===== src/rtl/coin_input_conditioner_pkg.sv =====
// Shared definitions for the coin path: arbiter state encodings and coin values
// used by the conditioner, the vending FSM and the display logic.
package coin_input_conditioner_pkg;

  typedef enum logic [1:0] {
    ARB_IDLE    = 2'b00,
    ARB_EMIT    = 2'b01,
    ARB_HOLDOFF = 2'b10
  } arb_state_e;

  localparam int unsigned NICKEL_CENTS  = 5;
  localparam int unsigned DIME_CENTS    = 10;
  localparam int unsigned FIFTEEN_CENTS = 15;

  // Value in cents of a single accepted coin pulse pair (0 when neither is set).
  function automatic int unsigned coin_cents(input logic nickel, input logic dime);
    int unsigned cents;
    cents = 0;
    if (nickel && dime) cents = FIFTEEN_CENTS;
    else if (nickel)    cents = NICKEL_CENTS;
    else if (dime)      cents = DIME_CENTS;
    return cents;
  endfunction

endpackage


===== src/rtl/coin_input_conditioner_debounce.sv =====
// One coin-slot sensor channel: two-flop synchroniser, stability debouncer and
// rising-edge detector. Edges are only reported once the channel has been seen
// low for a full debounce window after reset, so a sensor stuck high across reset
// is not mistaken for a fresh coin.
module coin_input_conditioner_debounce #(
  parameter int unsigned DEBOUNCE_CYCLES = 4
) (
  input  logic clk,
  input  logic reset_n,
  input  logic raw,
  output logic rise
);

  localparam int unsigned CW = (DEBOUNCE_CYCLES > 1) ? $clog2(DEBOUNCE_CYCLES) : 1;
  localparam logic [CW-1:0] CNT_LAST = CW'(DEBOUNCE_CYCLES - 1);

  logic          sync1_q, sync1_d;
  logic          sync2_q, sync2_d;
  logic          deb_q, deb_d;
  logic          deb_dly_q, deb_dly_d;
  logic [CW-1:0] cnt_q, cnt_d;
  logic [CW-1:0] arm_cnt_q, arm_cnt_d;
  logic          armed_q, armed_d;

  // Next-state for synchroniser, debounced level and the arming window.
  always_comb begin
    sync1_d   = raw;
    sync2_d   = sync1_q;
    deb_d     = deb_q;
    deb_dly_d = deb_q;
    cnt_d     = cnt_q;
    arm_cnt_d = arm_cnt_q;
    armed_d   = armed_q;

    if (sync2_q == deb_q) begin
      cnt_d = '0;
    end else if (cnt_q == CNT_LAST) begin
      deb_d = sync2_q;
      cnt_d = '0;
    end else begin
      cnt_d = cnt_q + CW'(1);
    end

    if (!armed_q) begin
      if (sync2_q) begin
        arm_cnt_d = '0;
      end else if (arm_cnt_q == CNT_LAST) begin
        armed_d   = 1'b1;
        arm_cnt_d = '0;
      end else begin
        arm_cnt_d = arm_cnt_q + CW'(1);
      end
    end
  end

  // Channel registers, cleared by the synchronous reset.
  always_ff @(posedge clk) begin
    if (!reset_n) begin
      sync1_q   <= 1'b0;
      sync2_q   <= 1'b0;
      deb_q     <= 1'b0;
      deb_dly_q <= 1'b0;
      cnt_q     <= '0;
      arm_cnt_q <= '0;
      armed_q   <= 1'b0;
    end else begin
      sync1_q   <= sync1_d;
      sync2_q   <= sync2_d;
      deb_q     <= deb_d;
      deb_dly_q <= deb_dly_d;
      cnt_q     <= cnt_d;
      arm_cnt_q <= arm_cnt_d;
      armed_q   <= armed_d;
    end
  end

  assign rise = armed_q & deb_q & ~deb_dly_q;

endmodule


===== src/rtl/coin_input_conditioner.sv =====
// Coin input conditioner: turns bouncy asynchronous nickel/dime sensor levels into
// clean, mutually exclusive one-cycle Nickel/Dime pulses for the vending FSM, and
// flags discarded coins (simultaneous, duplicate pending, or acceptance disabled).
module coin_input_conditioner
  import coin_input_conditioner_pkg::*;
#(
  parameter int unsigned DEBOUNCE_CYCLES = 4,
  parameter int unsigned HOLDOFF_CYCLES  = 2
) (
  input  logic       clk,
  input  logic       reset_n,
  input  logic       nickel_raw,
  input  logic       dime_raw,
  input  logic       accept_en,
  output logic       Nickel,
  output logic       Dime,
  output logic       coin_reject,
  output logic       busy,
  output logic [1:0] State_out
);

  localparam int unsigned HW = (HOLDOFF_CYCLES > 1) ? $clog2(HOLDOFF_CYCLES) : 1;
  localparam logic [HW-1:0] HOLD_LAST = HW'(HOLDOFF_CYCLES - 1);

  logic          nickel_rise, dime_rise;
  arb_state_e    state_q, state_d;
  logic [HW-1:0] hold_cnt_q, hold_cnt_d;
  logic          nickel_pend_q, nickel_pend_d;
  logic          dime_pend_q, dime_pend_d;
  logic          nickel_q, nickel_d;
  logic          dime_q, dime_d;
  logic          reject_q, reject_d;
  logic          nickel_take, dime_take;
  logic          issue;

  coin_input_conditioner_debounce #(
    .DEBOUNCE_CYCLES (DEBOUNCE_CYCLES)
  ) u_nickel_deb (
    .clk     (clk),
    .reset_n (reset_n),
    .raw     (nickel_raw),
    .rise    (nickel_rise)
  );

  coin_input_conditioner_debounce #(
    .DEBOUNCE_CYCLES (DEBOUNCE_CYCLES)
  ) u_dime_deb (
    .clk     (clk),
    .reset_n (reset_n),
    .raw     (dime_raw),
    .rise    (dime_rise)
  );

  // Arbiter: issue one pending coin at a time (nickel first), then hold off.
  // The last holdoff cycle arbitrates directly so back-to-back coins come out
  // exactly HOLDOFF_CYCLES+1 cycles apart instead of losing a cycle in IDLE.
  always_comb begin
    state_d     = state_q;
    hold_cnt_d  = hold_cnt_q;
    nickel_d    = 1'b0;
    dime_d      = 1'b0;
    nickel_take = 1'b0;
    dime_take   = 1'b0;
    issue       = 1'b0;

    case (state_q)
      ARB_IDLE: begin
        issue = 1'b1;
      end
      ARB_EMIT: begin
        hold_cnt_d = HOLD_LAST;
        state_d    = ARB_HOLDOFF;
      end
      ARB_HOLDOFF: begin
        if (hold_cnt_q == '0) begin
          state_d = ARB_IDLE;
          issue   = 1'b1;
        end else begin
          hold_cnt_d = hold_cnt_q - HW'(1);
        end
      end
      default: begin
        state_d = ARB_IDLE;
      end
    endcase

    if (issue) begin
      if (nickel_pend_q) begin
        nickel_d    = 1'b1;
        nickel_take = 1'b1;
        state_d     = ARB_EMIT;
      end else if (dime_pend_q) begin
        dime_d    = 1'b1;
        dime_take = 1'b1;
        state_d   = ARB_EMIT;
      end
    end
  end

  // Capture: latch new coins into their pending slots or reject them.
  always_comb begin
    nickel_pend_d = nickel_pend_q & ~nickel_take;
    dime_pend_d   = dime_pend_q & ~dime_take;
    reject_d      = 1'b0;

    if (nickel_rise && dime_rise) begin
      reject_d = 1'b1;
    end else begin
      if (nickel_rise) begin
        if (!accept_en || nickel_pend_q) reject_d = 1'b1;
        else                             nickel_pend_d = 1'b1;
      end
      if (dime_rise) begin
        if (!accept_en || dime_pend_q) reject_d = 1'b1;
        else                           dime_pend_d = 1'b1;
      end
    end
  end

  // State, pending slots and registered pulse outputs; reset drops everything in flight.
  always_ff @(posedge clk) begin
    if (!reset_n) begin
      state_q       <= ARB_IDLE;
      hold_cnt_q    <= '0;
      nickel_pend_q <= 1'b0;
      dime_pend_q   <= 1'b0;
      nickel_q      <= 1'b0;
      dime_q        <= 1'b0;
      reject_q      <= 1'b0;
    end else begin
      state_q       <= state_d;
      hold_cnt_q    <= hold_cnt_d;
      nickel_pend_q <= nickel_pend_d;
      dime_pend_q   <= dime_pend_d;
      nickel_q      <= nickel_d;
      dime_q        <= dime_d;
      reject_q      <= reject_d;
    end
  end

  assign Nickel      = nickel_q;
  assign Dime        = dime_q;
  assign coin_reject = reject_q;
  assign busy        = (state_q != ARB_IDLE) | nickel_pend_q | dime_pend_q;
  assign State_out   = state_q;

endmodule


===== config.mk =====
export PLATFORM = sky130hd
export DESIGN_NAME = coin_input_conditioner
export DESIGN_NICKNAME = d
export VERILOG_FILES = /design/src/rtl/coin_input_conditioner_pkg.sv /design/src/rtl/coin_input_conditioner_debounce.sv /design/src/rtl/coin_input_conditioner.sv
export SDC_FILE = /design/constraint.sdc
export NUM_CORES = 1
export LEC_CHECK = 0
export BUFFER_PORTS_ARGS = -buffer_cell sky130_fd_sc_hd__buf_2
export CAP_MARGIN = 20
export CORE_MARGIN = 1.5
export CORE_UTILIZATION = 55
export CTS_CLUSTER_SIZE = 10
export DETAILED_ROUTE_END_ITERATION = 8
export PLACE_DENSITY = 0.83
export SLEW_MARGIN = 10
export SYNTH_ARGS = -nofsm -noshare
export SYNTH_HDL_FRONTEND = slang
export SYNTH_HIERARCHICAL = 1
export SYNTH_SLANG_ARGS = --single-unit

===== constraint.sdc =====
create_clock -name clk -period 1.45 [get_ports clk]
set_input_delay 0.145 -clock clk [delete_from_list [all_inputs] [get_ports clk]]
set_output_delay 0.145 -clock clk [all_outputs]
set_load 0.03 [all_outputs]

Word level (Yosys, flattened, before mapping)
Cells that the tools add are included.

Register bits: 26. Bits in latches: 0. Bits in writable memories: 0. Bits in read-only memories: 0. Bits of input ports: 5. Output and inout port bits: 6. Memories: 0.

Add/sub/neg operators: 5. Multiply operators: 0. Div/mod/pow operators: 0. Order comparisons: 0. Eq/ne operators: 8. Shift-type cells: 0. Muxes and demuxes: 35. Bitwise gates (word level): 15. Reductions and logical operators: 11.

Operator list (count): 1-bit two-way mux (24); 2-bit two-way mux (8); 2-bit equality test, second input constant (5); 2-bit by 1-bit adder with 2-bit output, second input constant (4); 1-bit NOT (7); 1-bit bitwise AND (6); 2-bit case mux with 3 select lines (1); 3-bit OR reduction (2); 1-bit case mux with 2 select lines (2); 2-bit AND reduction (2); 2-bit nonzero test (2); 1-bit equality test (2); 2-bit by 1-bit equality test with 1-bit output, second input constant (1); 2-bit logical NOT (1); 1-bit logical OR (2); 1-bit bitwise OR (2); 1-bit logical AND (1); 1-bit logical NOT (1); 1-bit subtractor, second input constant (1).

Logic depth before layout (Yosys ltp)
Gate-level depths: netlist of the first run.

Depth after elaboration: 8. Mapped depth: 5.

Hierarchy
Netlist of the first run, hierarchy kept.

Modules (own cells, without submodules): coin_input_conditioner_debounce (times used 2, cells an instance 29, area an instance 327.8 µm², seq. area each 180.2 µm²); coin_input_conditioner (times used 1, cells an instance 38, area an instance 370.4 µm², seq. area each 160.2 µm²).

Worst setup path before layout of the first run
No wires, ideal clock.

Kind: flip-flop to flip-flop. From: reg state_q[0] (netlist: State_out[0]). To: reg nickel_q (netlist: Nickel). Setup time: 0.117 ns. Arrival time: 1.430 ns. Data required time: 1.333 ns. Path slack: -0.097 ns. Stages on the path, launching flop included: 6. Buffers on the path: 0. Cell sequence: dfxtp_1 > inv_1 > ha_1 > and2b_2 > nor2_1 > and3b_2.

Word-level cells in the longest chain between the ends: 3. Elaborated cells on any way between the ends: 4.

RTL lines: start, declared (line coin_input_conditioner.sv:26) `arb_state_e state_q, state_d;`; start signal, assigned (line coin_input_conditioner.sv:131) `state_q <= state_d;`; 2-bit equality test / 2-bit logical NOT (equally long branches) (line coin_input_conditioner.sv:66) `case (state_q)`; 1-bit case mux with 2 select lines * (line coin_input_conditioner.sv:66); 1-bit two-way mux *; end signal, assigned (line coin_input_conditioner.sv:135) `nickel_q <= nickel_d;`; end, declared (line coin_input_conditioner.sv:30) `logic nickel_q, nickel_d;`.

Every way passes the cells marked *; elsewhere a longest branch is shown, timed or not. A chain may end at the register's enable or synchronous reset.

Worst setup path in the final report of the first run
From: reg state_q[0] (netlist: State_out[0]). To: out busy.

Word-level cells in the longest chain between the ends: 3.

RTL lines: 2-bit nonzero test (line coin_input_conditioner.sv:144) `assign busy = (state_q != ARB_IDLE) | nickel_pend_q | dime_pend_q;`; 1-bit bitwise OR (2 in a row) (line coin_input_conditioner.sv:144); end, declared (line coin_input_conditioner.sv:18) `output logic busy,`.

No other way between the ends.

==> results.py, run 1 <==
metrics = {
    "outcome": {
        "status": "complete, no violations",
    },
    "die": {
        "dieWidth_um": 46.2,
        "io_pins": 11,
        "rows": 15,
        "die_area_um2": 2130,
        "coreArea_um2": 1750,
        "initial_utilization_pct": 58.8,
        "die_h_um": 46.2,
    },
    "routing": {
        "vias_per_cell": 5.12,
        "dr.first_iter.drc_count": 6,
        "drt-wirelength-per-cell_um": 10.5,
        "drc_errors": 0,
        "vias": 707,
        "wl_um": 1440,
        "drtAntennaViolNets": 0,
        "drt_pass1_iterations": 3,
    },
    "final_layout": {
        "fillers": 142,
        "diodes": 0,
        "nNetsFinal": 126,
        "layout-drive-gt1-share_pct": 19.5,
        "regArea_um2": 523,
        "multiInputGateArea_um2": 497,
        "area_growth_pct": 16.7,
    },
    "place": {
        "io_buffers": 10,
        "gp_congestion": 0.734,
        "pre_cts_slack_ns": 0.104,
        "dp_hpwl_um": 1030,
    },
    "synth": {
        "postSynthCellCount": 96,
        "syn_avg_cell_area_um2": 10.7,
        "yosysWarnings": 6,
        "synth.ff_latch_count": 26,
        "yosysUniqueCellTypes": 28,
        "yosysSeqAreaShare_pct": 50.7,
        "synth_area_um2": 1030,
        "yosys-top-cells-area": "dfxtp_1, ha_1, and2_1",
        "synth_top_cell_by_area": "dfxtp_1",
        "syn_nets": 108,
        "synth_top_cell_area_share_pct": 50.7,
    },
    "job": {
        "drv_cap": 0,
    },
    "sta": {
        "whs_ns": 0.220,
        "min_period_ns": 1.39,
        "final_hold_viol_count": 0,
        "relSlewSlack_pct": 77.2,
        "setup_viol": 0,
        "final.period_utilization_pct": 95.5,
        "rsz0062_at_grt": "true",
        "fmax_mhz": 722,
        "skew_ns": 0.00743,
        "worst_pin_slew_ns": 0.342,
        "slew_viol_final": 0,
        "worst_slack_ns": 0.0649,
    },
    "hold_path": {
        "hold_class": "in -> reg",
        "hold_start": "reset_n",
    },
    "worst_setup_path": {
        "start_kind": "flop",
        "cp_slowest_cell": "dfxtp_2",
        "path_class": "reg -> out",
        "critPathCaptureType": "primary output",
        "cp_cell_sequence": "inv_1 > ha_2 > nand2_1 > clkbuf_4",
        "cp.required_ns": 1.31,
        "r2r-start": "State_out[0]",
        "critPathMaxStageDelay_ns": 0.35,
        "worst_ep_arrival_time_ns": 1.24,
        "cp_max_fo": 5,
        "cp_top_family": "flip-flops",
        "crit_start": "State_out[0]",
        "cp.buffers_inverters": 2,
    },
    "grt": {
        "grt_pass1_vias": 574,
        "grtUsageTotal_pct": 15.6,
        "grt_start_max_net_pins": 27,
        "antenna_found_initial": 0,
        "grt_pass1_wl_um": 2330,
        "overflow": 0,
    },
    "pwr": {
        "powerDensity_nw_per_um2": 1110,
        "p_leak_nw": 0.513,
        "irDropWorstVdd_uv": 904,
    },
    "clock_network": {
        "numClockSinks": 26,
        "h-tree-depth": 1,
        "clkTransAtPathRegs_ns": 0.13,
        "cts_buffers": 3,
        "clk_latency_ns": 0.32,
        "root_buffer": "clkbuf_4",
        "clockBufferDepth": 2,
        "tritoncts": "yes",
    },
}
## area by class of cell
type / count / area share [%]
clock buffer: 3 / 1.88
clock inverter: 1 / 2.51
inverter: 3 / 0.940
multi-input combinational: 67 / 41.5
sequential: 26 / 43.7
tap: 25 / 2.61
timing repair buffer: 13 / 6.90
## power by group
group          internal [mW]  leakage, nW  total (mW)  switching [mW]
clock network          0.280       0.0279       0.480           0.200
registers              0.743        0.213       0.762          0.0194
logic                 0.0535        0.272      0.0839          0.0304
total                   1.08        0.513        1.33           0.250
## per-layer routing
metal	vias up	global-route usage (%)	wire (um)
met1	314	18.1	695
met2	12	24.7	670
met3	5	7.06	55
met4	0	6.86	21
met5	-	0	0
li1	376	-	-
## kinds of logic after synthesis
group / count (synthesis) / synth area share, %
AND/OR/NAND/NOR: 40 / 24.9
XOR/XNOR: 2 / 1.71
buffers and inverters: 3 / 1.10
adder cells (fa/ha/maj): 7 / 8.54
AO/OA/AOI/OAI: 16 / 11.1
flip-flops: 26 / 50.7
multiplexers: 2 / 1.95
## through the flow
stage / std cells / instance area [um2] / TNS [ns] / utilization [%] / power, mW
finish: 138 / 1200 / 0 / 68.6 / 1.33
global route: 138 / 1200 / -0.0270 / 68.6 / 1.40
CTS: 135 / 1160 / 0 / 66.6 / 1.34
detailed placement: 131 / 1110 / 0 / 63.6 / 0.857
global placement: 131 / 1110 / 0 / 63.6 / 0.849
floorplan: 96 / 1030 / 0 / - / 0.831
## registers in the layout, indices dropped and copies added, names as in the netlist, 2 cells and up
signal	cells
u_dime_deb/cnt_q	2
u_nickel_deb/cnt_q	2
State_out	2
u_nickel_deb/arm_cnt_q	2
u_dime_deb/arm_cnt_q	2
## final timing paths
kind                                        endpoint  slack [ns]  cells after the start
worst min-delay path            u_nickel_deb/armed_q        0.22                      2
worst min register to register   u_dime_deb/cnt_q[0]        0.44                      1
worst max-delay path                            busy        0.06                      4
worst max register to register                Nickel        0.08                      5
## synth_stat cells
library cell	number
a21boi_1	4
ha_1	7
nor4b_1	3
dfxtp_1	26
nor2b_1	4
nand3b_1	1
xnor2_1	2
nand2_1	9
a21oi_1	2
and2_1	6
nor4bb_1	3
o21a_1	3
nor3b_1	1
and2b_2	1
and3b_2	1
o22ai_1	2
o21ai_0	2
or4_1	2
nand4b_1	1
o211a_1	1
mux2i_1	2
and3_1	1
o311a_2	1
a21boi_0	1
or3_1	1
nor2_1	4
or3b_2	2
inv_1	3
## repair_timing
action,in CTS,in global routing
buffers inserted,0,0
hold buffers,0,3
endpoints found under the setup margin,0,1
hold endpoints to repair,0,3
gates resized for setup,0,2
## layout by cell type (no fill, tap or decap), types with 2 or more instances in the layout
| cell | synthesis | layout |
|---|---|---|
| o21a_1 | 3 | 3 |
| mux2i_1 | 2 | 2 |
| or4_1 | 2 | 2 |
| buf_2 | 0 | 9 |
| nor2b_1 | 4 | 4 |
| clkbuf_4 | 0 | 4 |
| nand2_1 | 9 | 9 |
| and2_1 | 6 | 6 |
| dfxtp_2 | 0 | 2 |
| or3b_2 | 2 | 2 |
| dlygate4sd3_1 | 0 | 3 |
| inv_1 | 3 | 3 |
| ha_1 | 7 | 6 |
| a21oi_1 | 2 | 2 |
| nor4bb_1 | 3 | 3 |
| nor4b_1 | 3 | 3 |
| nor2_1 | 4 | 4 |
| a21boi_1 | 4 | 4 |
| dfxtp_1 | 26 | 24 |
| xnor2_1 | 2 | 2 |
| o21ai_0 | 2 | 2 |
| o22ai_1 | 2 | 2 |
(Power assumes the default switching activity.)
==> run 2: changes to the inputs <==
==> constraint.sdc (replaced) <==
create_clock -name clk -period 1.5 [get_ports clk]
set_input_delay 0.15 -clock clk [delete_from_list [all_inputs] [get_ports clk]]
set_output_delay 0.15 -clock clk [all_outputs]
set_load 0.03 [all_outputs]
==> run 2 against run 1 <==
Effect of this change:
- hold slack worse by 0.18 ns
- clock power is 44% lower
- cell count is 2.9% lower
- via count is 0.14% lower
- critical path depth stayed put
- clock skew is 0.0048 ns lower
- largest power group unchanged
==> results.py, run 2 (same netlist as run 1, synthesis figures left out) <==
metrics = {
    "outcome": {
        "status": "complete, no violations",
    },
    "routing": {
        "drt_pass1_iterations": 4,
        "vias": 706,
        "dr.first_iter.drc_count": 5,
        "drc_errors": 0,
        "drt-wirelength-per-cell_um": 11.1,
        "drtAntennaViolNets": 0,
        "wl_um": 1480,
        "vias_per_cell": 5.27,
    },
    "die": {
        "die_h_um": 46.2,
        "rows": 15,
        "coreArea_um2": 1750,
        "initial_utilization_pct": 58.8,
        "dieWidth_um": 46.2,
        "io_pins": 11,
        "die_area_um2": 2130,
    },
    "worst_setup_path": {
        "start_kind": "flop",
        "cp.required_ns": 1.35,
        "critPathCaptureType": "primary output",
        "path_class": "reg -> out",
        "worst_ep_arrival_time_ns": 1.23,
        "cp_max_fo": 5,
    },
    "final_layout": {
        "diodes": 0,
        "final_util_pct": 65.2,
        "final_area_um2": 1140,
        "layout-drive-gt1-share_pct": 19.3,
        "area_growth_pct": 10.9,
        "final_common_cell": "dfxtp_1",
        "layout_common_cells": "dfxtp_1, nand2_1, buf_2, ha_1, and2_1",
        "fin_cells": 134,
        "nNetsFinal": 123,
    },
    "grt": {
        "grt_start_max_net_pins": 27,
        "grt_pass1_vias": 575,
        "grt_pass1_wl_um": 2390,
        "grtUsageTotal_pct": 15.7,
        "antenna_found_initial": 0,
        "overflow": 0,
    },
    "clock_network": {
        "holdBufCountCts": 0,
        "tritoncts": "yes",
        "clkTransAtPathRegs_ns": 0.12,
        "h-tree-depth": 1,
        "clk_latency_ns": 0.30,
        "root_buffer": "clkbuf_4",
        "post-cts-setup-buffers": 0,
        "numClockSinks": 26,
        "clockBufferDepth": 2,
        "cts_buffers": 3,
    },
    "sta": {
        "rsz0062_at_grt": "false",
        "whs_ns": 0.0379,
        "worst_slack_ns": 0.124,
        "final_hold_viol_count": 0,
        "min_period_ns": 1.38,
        "setup_tns_ns": 0,
        "relSlewSlack_pct": 76.7,
        "final.period_utilization_pct": 91.7,
        "worst_pin_slew_ns": 0.350,
        "skew_ns": 0.00266,
        "slew_viol_final": 0,
        "fmax_mhz": 727,
        "setup_viol": 0,
    },
    "job": {
        "drv_cap": 0,
    },
    "pwr": {
        "p_switching_mw": 0.222,
        "combPwrFrac_pct": 6.9,
        "power.total_mw": 1.08,
        "swShare_pct": 20.6,
        "p_int_mw": 0.858,
        "seqPwrFrac_pct": 68.2,
        "irDropWorstVdd_uv": 737,
        "p_leak_nw": 0.486,
        "powerDensity_nw_per_um2": 949,
        "clkPwrFrac_pct": 24.9,
    },
    "place": {
        "dpl.cell_count": 131,
        "io_buffers": 10,
        "gp_congestion": 0.693,
        "pre_cts_slack_ns": 0.144,
        "place_area_um2": 1110,
    },
    "hold_path": {
        "hold_class": "in -> reg",
    },
}
## run 2: cell count changes in the layout (fill, tap and decap cells not counted), sizes merged
cell and delta:
dlygate4sd3 -3, bufinv -1
## run 2: power by group through the flow
stage | Combinational (mW) | Clock [mW] | Sequential [mW]
after global placement | 0.0701 | 0 | 0.750
final | 0.0748 | 0.269 | 0.736
after detailed placement | 0.0760 | 0 | 0.753
after CTS | 0.0763 | 0.284 | 0.737
after global routing | 0.0845 | 0.312 | 0.741
after floorplan | 0.0553 | 0 | 0.748
## run 2: worst max-delay path: stages, from the launching register on
cell	delay [ns]
dfxtp_2	0.35
inv_1	0.11
ha_2	0.23
nand2_1	0.06
clkbuf_4	0.17
## run 2: area by class of cell
| cell class | instances | area (um2) |
|---|---|---|
| Multi-Input combinational cell | 67 | 497 |
| Clock buffer | 3 | 22.5 |
| Inverter | 3 | 11.3 |
| Tap cell | 25 | 31.3 |
| Timing Repair Buffer | 10 | 52.6 |
| Fill cell | 148 | 608 |
| Sequential cell | 26 | 523 |
## run 2: metal layers
metal  routed length, um  GRT usage (%)
met5                   0              0
met4                   8           1.71
met2                 734           25.8
met3                  54           7.06
met1                 684           19.3
## run 2: path summary, 6_finish.rpt
check	start	end	slack, ns	cells past startpoint
worst max-delay path	State_out[0]	busy	0.12	4
worst min-delay path	accept_en	coin_reject	0.04	2
worst max register to register	State_out[0]	Nickel	0.13	5
worst min register to register	u_nickel_deb/cnt_q[0]	u_nickel_deb/cnt_q[0]	0.44	1
## run 2: repair_timing
action,CTS,global route
endpoints found under the hold margin,0,0
gates resized for setup,0,3
endpoints found under the setup margin,0,1
==> run 3: changes to the inputs <==
--- a/config.mk
+++ b/config.mk
@@ -11,6 +11,8 @@
 export CORE_UTILIZATION = 55
 export CTS_CLUSTER_SIZE = 10
 export DETAILED_ROUTE_END_ITERATION = 8
+export HOLD_SLACK_MARGIN = 0.1
+export MAX_ROUTING_LAYER = met4
 export PLACE_DENSITY = 0.83
 export SLEW_MARGIN = 10
 export SYNTH_ARGS = -nofsm -noshare
==> run 3 against run 2 <==
Effect of this change:
- clock-buffer cell count stayed put
- critical path type unchanged
- setup slack better by 0.00095 ns
- hold slack better by 0.21 ns
- largest power group unchanged
==> results.py, run 3 (same netlist as run 1, synthesis figures left out) <==
metrics = {
    "outcome": {
        "status": "complete, no violations",
    },
    "routing": {
        "drt_pass1_iterations": 4,
        "highest_layer": "met3",
        "wl_met3_um": 60,
        "vias": 713,
        "wl_met1_um": 694,
        "dr.first_iter.drc_count": 6,
        "wl_um": 1500,
        "vias_per_cell": 5.20,
        "drc_errors": 0,
        "wl_met2_um": 740,
        "drtAntennaViolNets": 0,
        "drt-wirelength-per-cell_um": 10.9,
    },
    "grt": {
        "antenna_found_initial": 0,
        "grt_start_max_net_pins": 27,
        "overflow": 0,
        "grt_pass1_wl_um": 2470,
        "grtUsageTotal_pct": 16.7,
        "grt_pass1_vias": 602,
    },
    "worst_setup_path": {
        "cp_max_fo": 5,
        "cp_slowest_cell": "dfxtp_2",
        "path_class": "reg -> out",
        "cp.required_ns": 1.35,
        "critPathCaptureType": "primary output",
        "cp_cell_sequence": "inv_1 > ha_2 > nand2_1 > clkbuf_4",
        "worst_ep_arrival_time_ns": 1.23,
        "start_kind": "flop",
        "cp.buffers_inverters": 2,
        "critPathMaxStageDelay_ns": 0.35,
        "cp_top_family": "flip-flops",
        "r2r-start": "State_out[0]",
        "crit_start": "State_out[0]",
    },
    "clock_network": {
        "numClockSinks": 26,
        "clkTransAtPathRegs_ns": 0.12,
        "h-tree-depth": 1,
        "tritoncts": "yes",
        "clockBufferDepth": 2,
        "root_buffer": "clkbuf_4",
        "clk_latency_ns": 0.30,
        "post-cts-setup-buffers": 0,
        "cts_buffers": 3,
    },
    "place": {
        "gp_congestion": 0.701,
        "io_buffers": 10,
        "pre_cts_slack_ns": 0.144,
        "dpl.cell_count": 131,
    },
    "die": {
        "die_h_um": 46.2,
        "rows": 15,
        "dieWidth_um": 46.2,
        "io_pins": 11,
        "coreArea_um2": 1750,
        "die_area_um2": 2130,
        "initial_utilization_pct": 58.8,
    },
    "sta": {
        "final_hold_viol_count": 0,
        "setup_tns_ns": 0,
        "worst_pin_slew_ns": 0.348,
        "fmax_mhz": 727,
        "skew_ns": 0.00259,
        "setup_viol": 0,
        "relSlewSlack_pct": 76.8,
        "min_period_ns": 1.38,
        "worst_slack_ns": 0.125,
        "rsz0062_at_grt": "false",
        "slew_viol_final": 0,
        "final.period_utilization_pct": 91.7,
    },
    "final_layout": {
        "final_common_cell": "dfxtp_1",
        "layout-drive-gt1-share_pct": 18.8,
        "layout_common_cells": "dfxtp_1, nand2_1, buf_2, ha_1, and2_1",
        "nNetsFinal": 126,
        "area_growth_pct": 13.8,
        "fin_cells": 137,
        "diodes": 0,
    },
    "pwr": {
        "power.total_mw": 1.09,
        "powerDensity_nw_per_um2": 933,
        "p_leak_nw": 0.498,
        "irDropWorstVdd_uv": 742,
    },
    "job": {
        "drv_cap": 0,
    },
    "hold_path": {
        "hold_start": "reset_n",
        "hold_class": "in -> reg",
    },
}
run 3: area by class of cell:
class | count | area, um2
flip-flops and latches | 26 | 523
fillers | 145 | 578
inverters | 3 | 11.3
multi-input cells | 67 | 497
repair buffers | 13 | 82.6
clock buffers | 3 | 22.5
well taps | 25 | 31.3
run 3: timing repair:
item                                    4_1_cts  5_1_grt
endpoints found under the setup margin        0        1
endpoints found under the hold margin         3        0
hold buffers                                  3        0
resized for setup                             0        3
run 3: final timing paths:
check	to	slack (ns)	depth (start not counted)
min	u_nickel_deb/armed_q	0.25	2
max reg2reg	State_out[0]	0.13	5
max	busy	0.12	4
min reg2reg	u_nickel_deb/cnt_q[0]	0.44	1
run 3: report_power, final:
| part | switching [mW] | internal [mW] | total (mW) |
|---|---|---|---|
| Sequential | 0.0188 | 0.718 | 0.736 |
| Clock | 0.178 | 0.0936 | 0.271 |
| Combinational | 0.0292 | 0.0518 | 0.0810 |
| Total | 0.226 | 0.863 | 1.09 |
run 3: through the flow:
stage	instance area [um2]	hold slack, ns	util [%]
6_report	1170	0.246	66.9
5_1_grt	1170	0.255	66.9
4_1_cts	1160	0.243	66.5
3_5_place_dp	1110	0.361	63.5
3_3_place_gp	1110	0.354	63.5
2_1_floorplan	1030	0.239	-
run 3: metal layers:
layer / vias up / global-route usage (%)
met5: - / -
met4: 0 / 2.29
met3: 0 / 7.45
met2: 13 / 26.4
met1: 324 / 20.0
li1: 376 / -
